## src/rtl/rom_error_pkg.sv

```systemverilog
// -----------------------------------------------------------------------------
// rom_error_pkg
// Shared definitions for the ROM-reference error stage:
//   - default parameter values for rom_error_gen / rom_error_dp
//   - LAT     : fs_en-to-e0_valid latency for the default ROM latency
//   - mode_e  : playback mode state (running / one-shot finished)
//   - sat_s() : signed saturation of a wide value to a w-bit signed range
// -----------------------------------------------------------------------------
package rom_error_pkg;

    localparam int unsigned DATA_W_DEF    = 12;
    localparam int unsigned ADDR_W_DEF    = 10;
    localparam int unsigned DEPTH_DEF     = 1024;
    localparam int unsigned ROM_LAT_DEF   = 1;
    localparam int unsigned GAIN_W_DEF    = 18;
    localparam int unsigned GAIN_FRAC_DEF = 16;
    localparam int unsigned OUT_W_DEF     = 16;

    // ROM read latency plus the scale stage and the subtract/saturate stage.
    localparam int unsigned LAT = ROM_LAT_DEF + 2;

    typedef enum logic {
        ST_RUN  = 1'b0,
        ST_DONE = 1'b1
    } mode_e;

    // Clip v into [-2**(w-1), 2**(w-1)-1]. Callers keep w well below 64.
    function automatic logic signed [63:0] sat_s(input logic signed [63:0] v,
                                                 input int unsigned w);
        logic signed [63:0] hi;
        logic signed [63:0] lo;
        hi = (64'sd1 <<< (w - 1)) - 64'sd1;
        lo = -(64'sd1 <<< (w - 1));
        if (v > hi)      return hi;
        else if (v < lo) return lo;
        else             return v;
    endfunction

endpackage

```

## src/rtl/rom_error_dp.sv

```systemverilog
// -----------------------------------------------------------------------------
// rom_error_dp
// Error datapath: delays the accepted sample's vref/gain/sof/valid to meet the
// ROM word, scales the word by the fixed-point gain (floor), subtracts from
// vref at full width and saturates to OUT_W signed.
// Ports:
//   clk, rst_n      clock, asynchronous active-low reset
//   i_accept        sample accepted this cycle (ROM address presented now)
//   i_sof           accepted sample is from address 0
//   i_vref, i_gain  setpoint and gain of the accepted sample
//   i_rom_data      ROM word, valid ROM_LAT cycles after acceptance
//   o_e0            registered saturated error (holds between valids)
//   o_e0_valid      one-cycle pulse, ROM_LAT+2 cycles after i_accept
//   o_e0_sof/sat    start-of-frame / clipped flags, 0 outside valid pulses
// -----------------------------------------------------------------------------
module rom_error_dp
    import rom_error_pkg::*;
#(
    parameter int unsigned DATA_W    = DATA_W_DEF,
    parameter int unsigned GAIN_W    = GAIN_W_DEF,
    parameter int unsigned GAIN_FRAC = GAIN_FRAC_DEF,
    parameter int unsigned OUT_W     = OUT_W_DEF,
    parameter int unsigned ROM_LAT   = ROM_LAT_DEF
) (
    input  logic                     clk,
    input  logic                     rst_n,
    input  logic                     i_accept,
    input  logic                     i_sof,
    input  logic signed [OUT_W-1:0]  i_vref,
    input  logic [GAIN_W-1:0]        i_gain,
    input  logic [DATA_W-1:0]        i_rom_data,
    output logic signed [OUT_W-1:0]  o_e0,
    output logic                     o_e0_valid,
    output logic                     o_e0_sof,
    output logic                     o_e0_sat
);

    localparam int unsigned PW = DATA_W + GAIN_W;
    localparam int unsigned SW = PW - GAIN_FRAC;

    // Alignment shift register: entry ROM_LAT-1 lines up with i_rom_data.
    logic                    r_lat_v    [ROM_LAT];
    logic                    r_lat_sof  [ROM_LAT];
    logic signed [OUT_W-1:0] r_lat_vref [ROM_LAT];
    logic [GAIN_W-1:0]       r_lat_gain [ROM_LAT];

    logic                    r_a_v;
    logic                    r_a_sof;
    logic signed [OUT_W-1:0] r_a_vref;
    logic [SW-1:0]           r_a_scaled;

    logic [PW-1:0]           w_prod;
    logic [SW-1:0]           w_scaled;
    logic signed [63:0]      w_diff;
    logic signed [63:0]      w_sat;
    logic                    w_clip;

    always_comb begin
        w_prod   = PW'(i_rom_data) * PW'(r_lat_gain[ROM_LAT-1]);
        w_scaled = SW'(w_prod >> GAIN_FRAC);
        w_diff   = 64'(r_a_vref) - 64'(r_a_scaled);
        w_sat    = sat_s(w_diff, OUT_W);
        w_clip   = (w_sat != w_diff);
    end

    always_ff @(posedge clk or negedge rst_n) begin
        if (!rst_n) begin
            for (int unsigned i = 0; i < ROM_LAT; i++) begin
                r_lat_v[i]    <= 1'b0;
                r_lat_sof[i]  <= 1'b0;
                r_lat_vref[i] <= '0;
                r_lat_gain[i] <= '0;
            end
            r_a_v      <= 1'b0;
            r_a_sof    <= 1'b0;
            r_a_vref   <= '0;
            r_a_scaled <= '0;
            o_e0       <= '0;
            o_e0_valid <= 1'b0;
            o_e0_sof   <= 1'b0;
            o_e0_sat   <= 1'b0;
        end else begin
            r_lat_v[0]    <= i_accept;
            r_lat_sof[0]  <= i_sof;
            r_lat_vref[0] <= i_vref;
            r_lat_gain[0] <= i_gain;
            for (int unsigned i = 1; i < ROM_LAT; i++) begin
                r_lat_v[i]    <= r_lat_v[i-1];
                r_lat_sof[i]  <= r_lat_sof[i-1];
                r_lat_vref[i] <= r_lat_vref[i-1];
                r_lat_gain[i] <= r_lat_gain[i-1];
            end

            r_a_v      <= r_lat_v[ROM_LAT-1];
            r_a_sof    <= r_lat_sof[ROM_LAT-1];
            r_a_vref   <= r_lat_vref[ROM_LAT-1];
            r_a_scaled <= w_scaled;

            // e0 only moves on a valid sample; flags are gated by valid.
            if (r_a_v) begin
                o_e0 <= OUT_W'(w_sat);
            end
            o_e0_valid <= r_a_v;
            o_e0_sof   <= r_a_v & r_a_sof;
            o_e0_sat   <= r_a_v & w_clip;
        end
    end

endmodule

```

## src/rtl/rom_error_gen.sv

```systemverilog
// -----------------------------------------------------------------------------
// rom_error_gen
// Steps a reference-table address on each accepted sample strobe, reads an
// external synchronous ROM and emits e0 = vref - gain*rom (saturated).
// Ports:
//   clk, rst_n          clock, asynchronous active-low reset
//   fs_en               sample strobe
//   run                 1 = accept fs_en, 0 = ignore and hold address
//   oneshot             1 = stop at DEPTH-1, 0 = wrap to 0
//   restart             synchronous clear of address and done (wins over fs_en)
//   vref, gain          setpoint / unsigned fixed-point gain, taken on accept
//   rom_addr, rom_data  ROM read port (ROM_LAT cycles of read latency)
//   e0, e0_valid        saturated error and its one-cycle strobe
//   e0_sof, e0_sat      sample from address 0 / sample was clipped
//   wrap                one-cycle pulse after the DEPTH-1 -> 0 step
//   done                one-shot playback finished
// -----------------------------------------------------------------------------
module rom_error_gen
    import rom_error_pkg::*;
#(
    parameter int unsigned DATA_W    = DATA_W_DEF,
    parameter int unsigned ADDR_W    = ADDR_W_DEF,
    parameter int unsigned DEPTH     = DEPTH_DEF,
    parameter int unsigned ROM_LAT   = ROM_LAT_DEF,
    parameter int unsigned GAIN_W    = GAIN_W_DEF,
    parameter int unsigned GAIN_FRAC = GAIN_FRAC_DEF,
    parameter int unsigned OUT_W     = OUT_W_DEF
) (
    input  logic                     clk,
    input  logic                     rst_n,
    input  logic                     fs_en,
    input  logic                     run,
    input  logic                     oneshot,
    input  logic                     restart,
    input  logic signed [OUT_W-1:0]  vref,
    input  logic [GAIN_W-1:0]        gain,
    output logic [ADDR_W-1:0]        rom_addr,
    input  logic [DATA_W-1:0]        rom_data,
    output logic signed [OUT_W-1:0]  e0,
    output logic                     e0_valid,
    output logic                     e0_sof,
    output logic                     e0_sat,
    output logic                     wrap,
    output logic                     done
);

    mode_e             r_state;
    mode_e             w_state_nxt;
    logic [ADDR_W-1:0] r_addr;
    logic              r_wrap;
    logic              w_done;
    logic              w_last;
    logic              w_accept;

    assign w_last   = (r_addr == ADDR_W'(DEPTH - 1));
    assign w_accept = fs_en & run & ~restart & ~w_done;

    // Mode FSM: state register
    always_ff @(posedge clk or negedge rst_n) begin
        if (!rst_n) r_state <= ST_RUN;
        else        r_state <= w_state_nxt;
    end

    // Mode FSM: next state
    always_comb begin
        w_state_nxt = r_state;
        case (r_state)
            ST_RUN:  if (w_accept && w_last && oneshot) w_state_nxt = ST_DONE;
            ST_DONE: if (restart)                       w_state_nxt = ST_RUN;
            default:                                    w_state_nxt = ST_RUN;
        endcase
    end

    // Mode FSM: outputs
    always_comb begin
        w_done = (r_state == ST_DONE);
    end

    // Address counter; holds at DEPTH-1 when a one-shot finishes.
    always_ff @(posedge clk or negedge rst_n) begin
        if (!rst_n) begin
            r_addr <= '0;
            r_wrap <= 1'b0;
        end else begin
            r_wrap <= w_accept & w_last & ~oneshot;
            if (restart) begin
                r_addr <= '0;
            end else if (w_accept) begin
                if (!w_last)       r_addr <= r_addr + 1'b1;
                else if (!oneshot) r_addr <= '0;
            end
        end
    end

    assign rom_addr = r_addr;
    assign wrap     = r_wrap;
    assign done     = w_done;

    rom_error_dp #(
        .DATA_W    (DATA_W),
        .GAIN_W    (GAIN_W),
        .GAIN_FRAC (GAIN_FRAC),
        .OUT_W     (OUT_W),
        .ROM_LAT   (ROM_LAT)
    ) u_dp (
        .clk        (clk),
        .rst_n      (rst_n),
        .i_accept   (w_accept),
        .i_sof      (r_addr == '0),
        .i_vref     (vref),
        .i_gain     (gain),
        .i_rom_data (rom_data),
        .o_e0       (e0),
        .o_e0_valid (e0_valid),
        .o_e0_sof   (e0_sof),
        .o_e0_sat   (e0_sat)
    );

endmodule

```

## config.mk

```make
export PLATFORM = sky130hd
export DESIGN_NAME = rom_error_gen
export DESIGN_NICKNAME = d
export VERILOG_FILES = /design/src/rtl/rom_error_pkg.sv /design/src/rtl/rom_error_dp.sv /design/src/rtl/rom_error_gen.sv
export SDC_FILE = /design/constraint.sdc
export NUM_CORES = 1
export LEC_CHECK = 0
export ABC_CLOCK_PERIOD_IN_PS = 6800
export CAP_MARGIN = 20
export CORE_MARGIN = 5
export CORE_UTILIZATION = 56
export DETAILED_ROUTE_END_ITERATION = 10
export GPL_ROUTABILITY_DRIVEN = 0
export PLACE_DENSITY_LB_ADDON = 0.1
export RECOVER_POWER = 25
export REMOVE_ABC_BUFFERS = 1
export SETUP_SLACK_MARGIN = 0.05
export SLEW_MARGIN = 40
export SYNTH_ARGS = -nofsm -noshare
export SYNTH_HDL_FRONTEND = slang
export SYNTH_SLANG_ARGS = --single-unit
```

## constraint.sdc

```tcl
create_clock -name clk -period 6.8 [get_ports clk]
set_clock_uncertainty 0.2 [all_clocks]
set_input_delay 0.68 -clock clk [delete_from_list [all_inputs] [get_ports clk]]
set_output_delay 0.68 -clock clk [all_outputs]
set_load 0.005 [all_outputs]
```

Word-level counts from Yosys, hierarchy flattened
Cells that the tools add are included.
{"block": "classes", "n_addsub": 2, "bitwise": 10, "multipliers": 1, "reduce_logical": 5, "eq_ne": 3, "n_lt_le_gt_ge": 2, "muxes": 9}
{"cell": "$mux 64", "n": 2}
{"cell": "$gt 64x16->1 const B", "n": 1}
{"cell": "$lt 64x16->1 const B", "n": 1}
{"cell": "$ne 64x64->1", "n": 1}
{"cell": "$mux 10", "n": 4}
{"cell": "$mul 12x18->30", "n": 1}
{"cell": "$sub 16x15->17", "n": 1}
{"cell": "$add 10x1->10 const B", "n": 1}
{"cell": "$eq 10x10->1 const B", "n": 1}
{"cell": "$logic_not 10->1", "n": 1}
{"cell": "$and 1x1->1", "n": 7}
{"cell": "$ne 3x3->1 const B", "n": 1}
{"cell": "$not 1->1", "n": 3}
{"cell": "$logic_and 1x1->1", "n": 2}
{"cell": "$mux 1", "n": 2}
{"cell": "$pmux 1 s2", "n": 1}
{"cell": "$reduce_and 2->1", "n": 1}
{"cell": "$reduce_bool 2->1", "n": 1}
{"block": "totals", "out_inout_bits": 31, "input_bits": 52, "register_bits": 99, "elab_cells": 47}

Logic depth before layout (Yosys ltp)
{"block": "logic_depth", "ltp_word": 7, "depth_mapped": 21, "mapped_depth_nobuf": 19}

Cells and area by module
Synthesis repeated with hierarchy kept, for this count alone.
{"block": "hier_totals", "hier_cells": 1092, "hier_area_um2": 10517.6}
{"mod": "rom_error_dp", "seq_area_each_um2": 2177.1, "cells_per_inst": 1013, "area_each_um2": 9786.9, "n_inst": 1}
{"mod": "rom_error_gen", "seq_area_each_um2": 300.3, "cells_per_inst": 79, "area_each_um2": 730.7, "n_inst": 1}

Worst setup path before layout
OpenSTA, ideal clock, no wires.
{"block": "synth_timing", "kind": "input port to flip-flop", "from": "input rom_data[5]", "to": "register u_dp.r_a_scaled[11]", "t_required_ns": 6.476, "t_arrival_ns": 5.715, "n_path_buf": 2, "setup_time_ns": 0.124, "setup_slack_ns": 0.761, "cell_stages": 17, "cell_sequence": "clkbuf_1 -> clkbuf_1 -> nand2_1 -> fa_1 -> fa_1 -> inv_1 -> fa_1 -> fa_1 -> fa_1 -> ha_1 -> a21o_1 -> or3_1 -> a211oi_2 -> a21oi_2 -> a2111o_1 -> and2_4 -> xor2_1"}
{"block": "synth_between", "elab_chain_cells": 1}
{"item": "start, declared", "line_no": "rom_error_gen.sv:38", "text": "input logic [DATA_W-1:0] rom_data,"}
{"item": "$mul 12x18->30", "line_no": "rom_error_dp.sv:59", "text": "w_prod = PW'(i_rom_data) * PW'(r_lat_gain[ROM_LAT-1]);"}
{"item": "net u_dp.w_prod[27]", "line_no": "rom_error_dp.sv:52", "text": "logic [PW-1:0] w_prod;"}
{"item": "end signal, assigned", "line_no": "rom_error_dp.sv:97", "text": "r_a_scaled <= w_scaled;"}
{"item": "end, declared", "line_no": "rom_error_dp.sv:50", "text": "logic [SW-1:0] r_a_scaled;"}
The timed path passes the listed nets, and every way through them passes these cells.
A chain may end at the register's enable or synchronous reset.

Final worst setup path
Same ends and word-level chain as after synthesis.

==> flow_summary.ini <==
[detailed_routing]
vias_post_dr = 7285
detail_route.drc_violations = 0
route.antenna.remaining_nets = 0
post_drt_via_cell_ratio = 5.35
post_drt_wl_per_cell_um = 16.2
detail_route.wirelength_mm = 22.0
first_pass_iters = 5
initialDrtViolationCount = 334

[clock_network]
ctsHtreeMaxLevel = 3
clock_sink_count = 99
root_buffer_selected_by_cts = sky130_fd_sc_hd__clkbuf_16
setup_fix_bufs_post_cts = 0
numCtsBuffers = 9
clock_edge_transition_at_the_registers_on_the_reported_setup_and_hold_paths_ns = 0.07
cts_max_path_buffers = 2
cts_repair_resize_count = 0
cts_hold_repair.buffers = 0
clkLatencyLatePin_ns = 0.35
cts_tree = done

[synthesis]
synthFlopType = sky130_fd_sc_hd__dfrtp_1
synthDominantAreaCellType = sky130_fd_sc_hd__fa_1
synth_top_cells_by_count = 196 x sky130_fd_sc_hd__inv_1, 161 x sky130_fd_sc_hd__nand2_1, 160 x sky130_fd_sc_hd__fa_1
yosysWarnings = 0
synth.yosys.seq_area_share_pct = 24.2
netlist_area_mm2 = 0.0103
postSynthRegisterBits = 99
synth_edf_count = 0
async_reset_ff_share_pct = 100
netlist_top_cells_area = sky130_fd_sc_hd__fa_1 31%, sky130_fd_sc_hd__dfrtp_1 24%, sky130_fd_sc_hd__ha_1 9.8%
avgSynthCellArea_um2 = 9.70
synth_most_common_cell = sky130_fd_sc_hd__inv_1
post_synth_inst_count = 1057
yosys.area.top_type_share_pct = 31.2
synth.lib_cells_used.distinct = 56

[worst_setup_path]
cpLargestDelayFamily = adder cells
worstPathCellList = clkdlybuf4s50_1 > nand2_1 > fa_1 > fa_1 > inv_1 > fa_1 > fa_1 > inv_1 > fa_1 > inv_1 > ha_1 > and4_1 > or3_1 > a211oi_2 > a21oi_2 > a2111o_1 > and2_4 > xor2_1
slowest_stage = sky130_fd_sc_hd__clkdlybuf4s50_1
worst_ep_required_time_ns = 6.82
worst-path-max-fanout = 13
timing.critical_path.from_type = input pin
critical_path.endpoint_type = flip-flop
slowest_delay_ns = 0.81
critPathKind = input pin to flip-flop
arrival_ns = 6.36
crit_top_cell = sky130_fd_sc_hd__fa_1
path_buf_inv = 4

[final_layout]
area.growth.synth_to_final_pct = 13.7
fill_cells = 1510
finish.net_count = 1419
post_route_cells_drive_above_1_share_pct = 4.59
multi_input_area_mm2 = 0.00687
antenna_cells_inserted = 0
regArea_mm2 = 0.00248
postLayoutCoreUtil_pct = 64.9

[sta]
post-route-period-util_pct = 93.2
max_clock_freq_ghz = 0.158
finalHoldWorstSlack_ns = 0.145
rsz0062_at_grt = no
worst_slew_margin_rel_pct = 8.90
worst_slew_pin_slew_ns = 1.37
period_needed_ns = 6.34
report.final.slew_viol_count = 0
hold_violations_final = 0
finalSetupViolations = 0
totalNegativeSetupSlack_ns = 0

[placed_design]
placement.io_buffers = 82
dp.final_hpwl_mm = 17.4

[global_routing]
groute.usage.overall_pct = 22.3
grt_pass1_wl_mm = 38.8
grt_antenna_before_repair = 0
grt_overflow = 0
number_of_global_route_vias_before_repair = 7896
grt_max_degree = 80

[pwr]
internal-power_mw = 2.38
power.share.combinational_pct = 70.2
max-vdd-ir-drop_mv = 0.289
total_leakage_power_nw = 5.74
fin_total_pwr_mw = 4.44
swShare_pct = 46.5
p_sw_mw = 2.06
share_seq_of_total_power_pct = 18.0
power.density_mw_per_mm2 = 381
power.clock.fraction_pct = 11.7

[floorplan]
floorplan.io_pins = 83
die-height_um = 145
placement_rows = 49
die-width_um = 145
die_area_mm2 = 0.0211
initial_core_util_pct = 57.1
core_region_area_mm2 = 0.0180

[outcome]
result_of_the_run = complete, no violations

[min_path]
hold_path.class = flip-flop to flip-flop

[flow_run]
drv_cap = 0
[power groups by stage]
| stage | logic [mW] | registers [mW] | clock network (mW) |
|---|---|---|---|
| 4_1_cts | 3.16 | 0.802 | 0.538 |
| 5_1_grt | 3.62 | 0.815 | 0.554 |
| 3_3_place_gp | 3.09 | 0.813 | 0 |
| 2_1_floorplan | 2.31 | 0.791 | 0 |
| 3_5_place_dp | 3.13 | 0.812 | 0 |
| 6_report | 3.12 | 0.801 | 0.521 |
[state kept, by name, indices dropped and copies added (netlist names), 10 cells and up]
signal and cells:
u_dp.r_lat_gain 18, u_dp.o_e0 16, u_dp.r_a_vref 16, u_dp.r_lat_vref 16
u_dp.r_a_scaled 14, rom_addr 10
[through the flow]
stage / cell area, um^2 / worst slack (ns) / std cells
after detailed placement: 11400 / 0.152 / 1345
after floorplan: 10100 / 1.11 / 1014
after global routing: 11700 / 0.224 / 1361
final: 11700 / 0.463 / 1361
after global placement: 11400 / 0.160 / 1345
after CTS: 11700 / 0.504 / 1361
[layout by cell type (no fill, tap or decap), types with 18 or more instances in the layout]
master and count:
sky130_fd_sc_hd__inv_1 196, sky130_fd_sc_hd__fa_1 160, sky130_fd_sc_hd__and2_1 80, sky130_fd_sc_hd__clkdlybuf4s50_1 62
sky130_fd_sc_hd__o21ai_0 31, sky130_fd_sc_hd__nor2_1 28, sky130_fd_sc_hd__a21oi_1 26, sky130_fd_sc_hd__dfrtp_1 99
sky130_fd_sc_hd__dlygate4sd3_1 19, sky130_fd_sc_hd__ha_1 80, sky130_fd_sc_hd__nand2_1 161, sky130_fd_sc_hd__buf_4 18
[logic make-up (layout without fill, tap and decap cells)]
kind of cell	Yosys count	after routing	synth area share [%]
AND/OR/NAND/NOR	323	323	15.1
flip-flops	99	99	24.2
multiplexers	1	1	0.0976
AO/OA/AOI/OAI	127	127	8.43
buffers and inverters	239	314	8.79
XOR/XNOR	28	28	2.39
adder cells (fa/ha/maj)	240	240	41.0
[routing by layer]
| layer | track usage (%) | wire length, um | vias up |
|---|---|---|---|
| met5 | 0 | 0 | - |
| met4 | 7.18 | 616 | 0 |
| met3 | 2.93 | 857 | 39 |
| met2 | 39.1 | 11300 | 154 |
| met1 | 28.9 | 9220 | 3679 |
| li1 | - | - | 3413 |
[worst paths after layout]
path                                              startpoint                             to  slack (ns)  depth (start not counted)
worst max-delay path                             rom_data[5]  u_dp.r_a_scaled[11]$_DFF_PN0_        0.46                         18
worst min-delay path            u_dp.r_lat_vref[7]$_DFF_PN0_     u_dp.r_a_vref[7]$_DFF_PN0_        0.14                          0
worst max register to register  u_dp.r_lat_gain[3]$_DFF_PN0_  u_dp.r_a_scaled[11]$_DFF_PN0_        0.93                         16
worst min register to register  u_dp.r_lat_vref[7]$_DFF_PN0_     u_dp.r_a_vref[7]$_DFF_PN0_        0.14                          0
max in group asynchronous                              rst_n   u_dp.r_a_scaled[2]$_DFF_PN0_        4.65                          2
min in group asynchronous                              rst_n   u_dp.r_lat_gain[5]$_DFF_PN0_        0.42                          1
[worst reg2reg max path, stage by stage, from the launching register on]
cell and delay, ns:
sky130_fd_sc_hd__dfrtp_1 0.68, sky130_fd_sc_hd__and2_1 0.25, sky130_fd_sc_hd__fa_1 0.46, sky130_fd_sc_hd__fa_1 0.52, sky130_fd_sc_hd__fa_1 0.53, sky130_fd_sc_hd__fa_1 0.54, sky130_fd_sc_hd__inv_1 0.06, sky130_fd_sc_hd__fa_1 0.53
sky130_fd_sc_hd__inv_1 0.04, sky130_fd_sc_hd__ha_1 0.29, sky130_fd_sc_hd__and4_1 0.20, sky130_fd_sc_hd__or3_1 0.31, sky130_fd_sc_hd__a211oi_2 0.27, sky130_fd_sc_hd__a21oi_2 0.15, sky130_fd_sc_hd__a2111o_1 0.44, sky130_fd_sc_hd__and2_4 0.17
sky130_fd_sc_hd__xor2_1 0.13
[final cells by class]
type                            count  share of cell area [%]
Multi-Input combinational cell    719                    59.0
Sequential cell                    99                    21.3
Timing Repair Buffer              102                    8.42
Inverter                          196                    6.31
Tap cell                          229                    2.46
Clock buffer                        9                    1.93
Clock inverter                      7                   0.644
No activity file was read; power rests on OpenSTA's default activity.
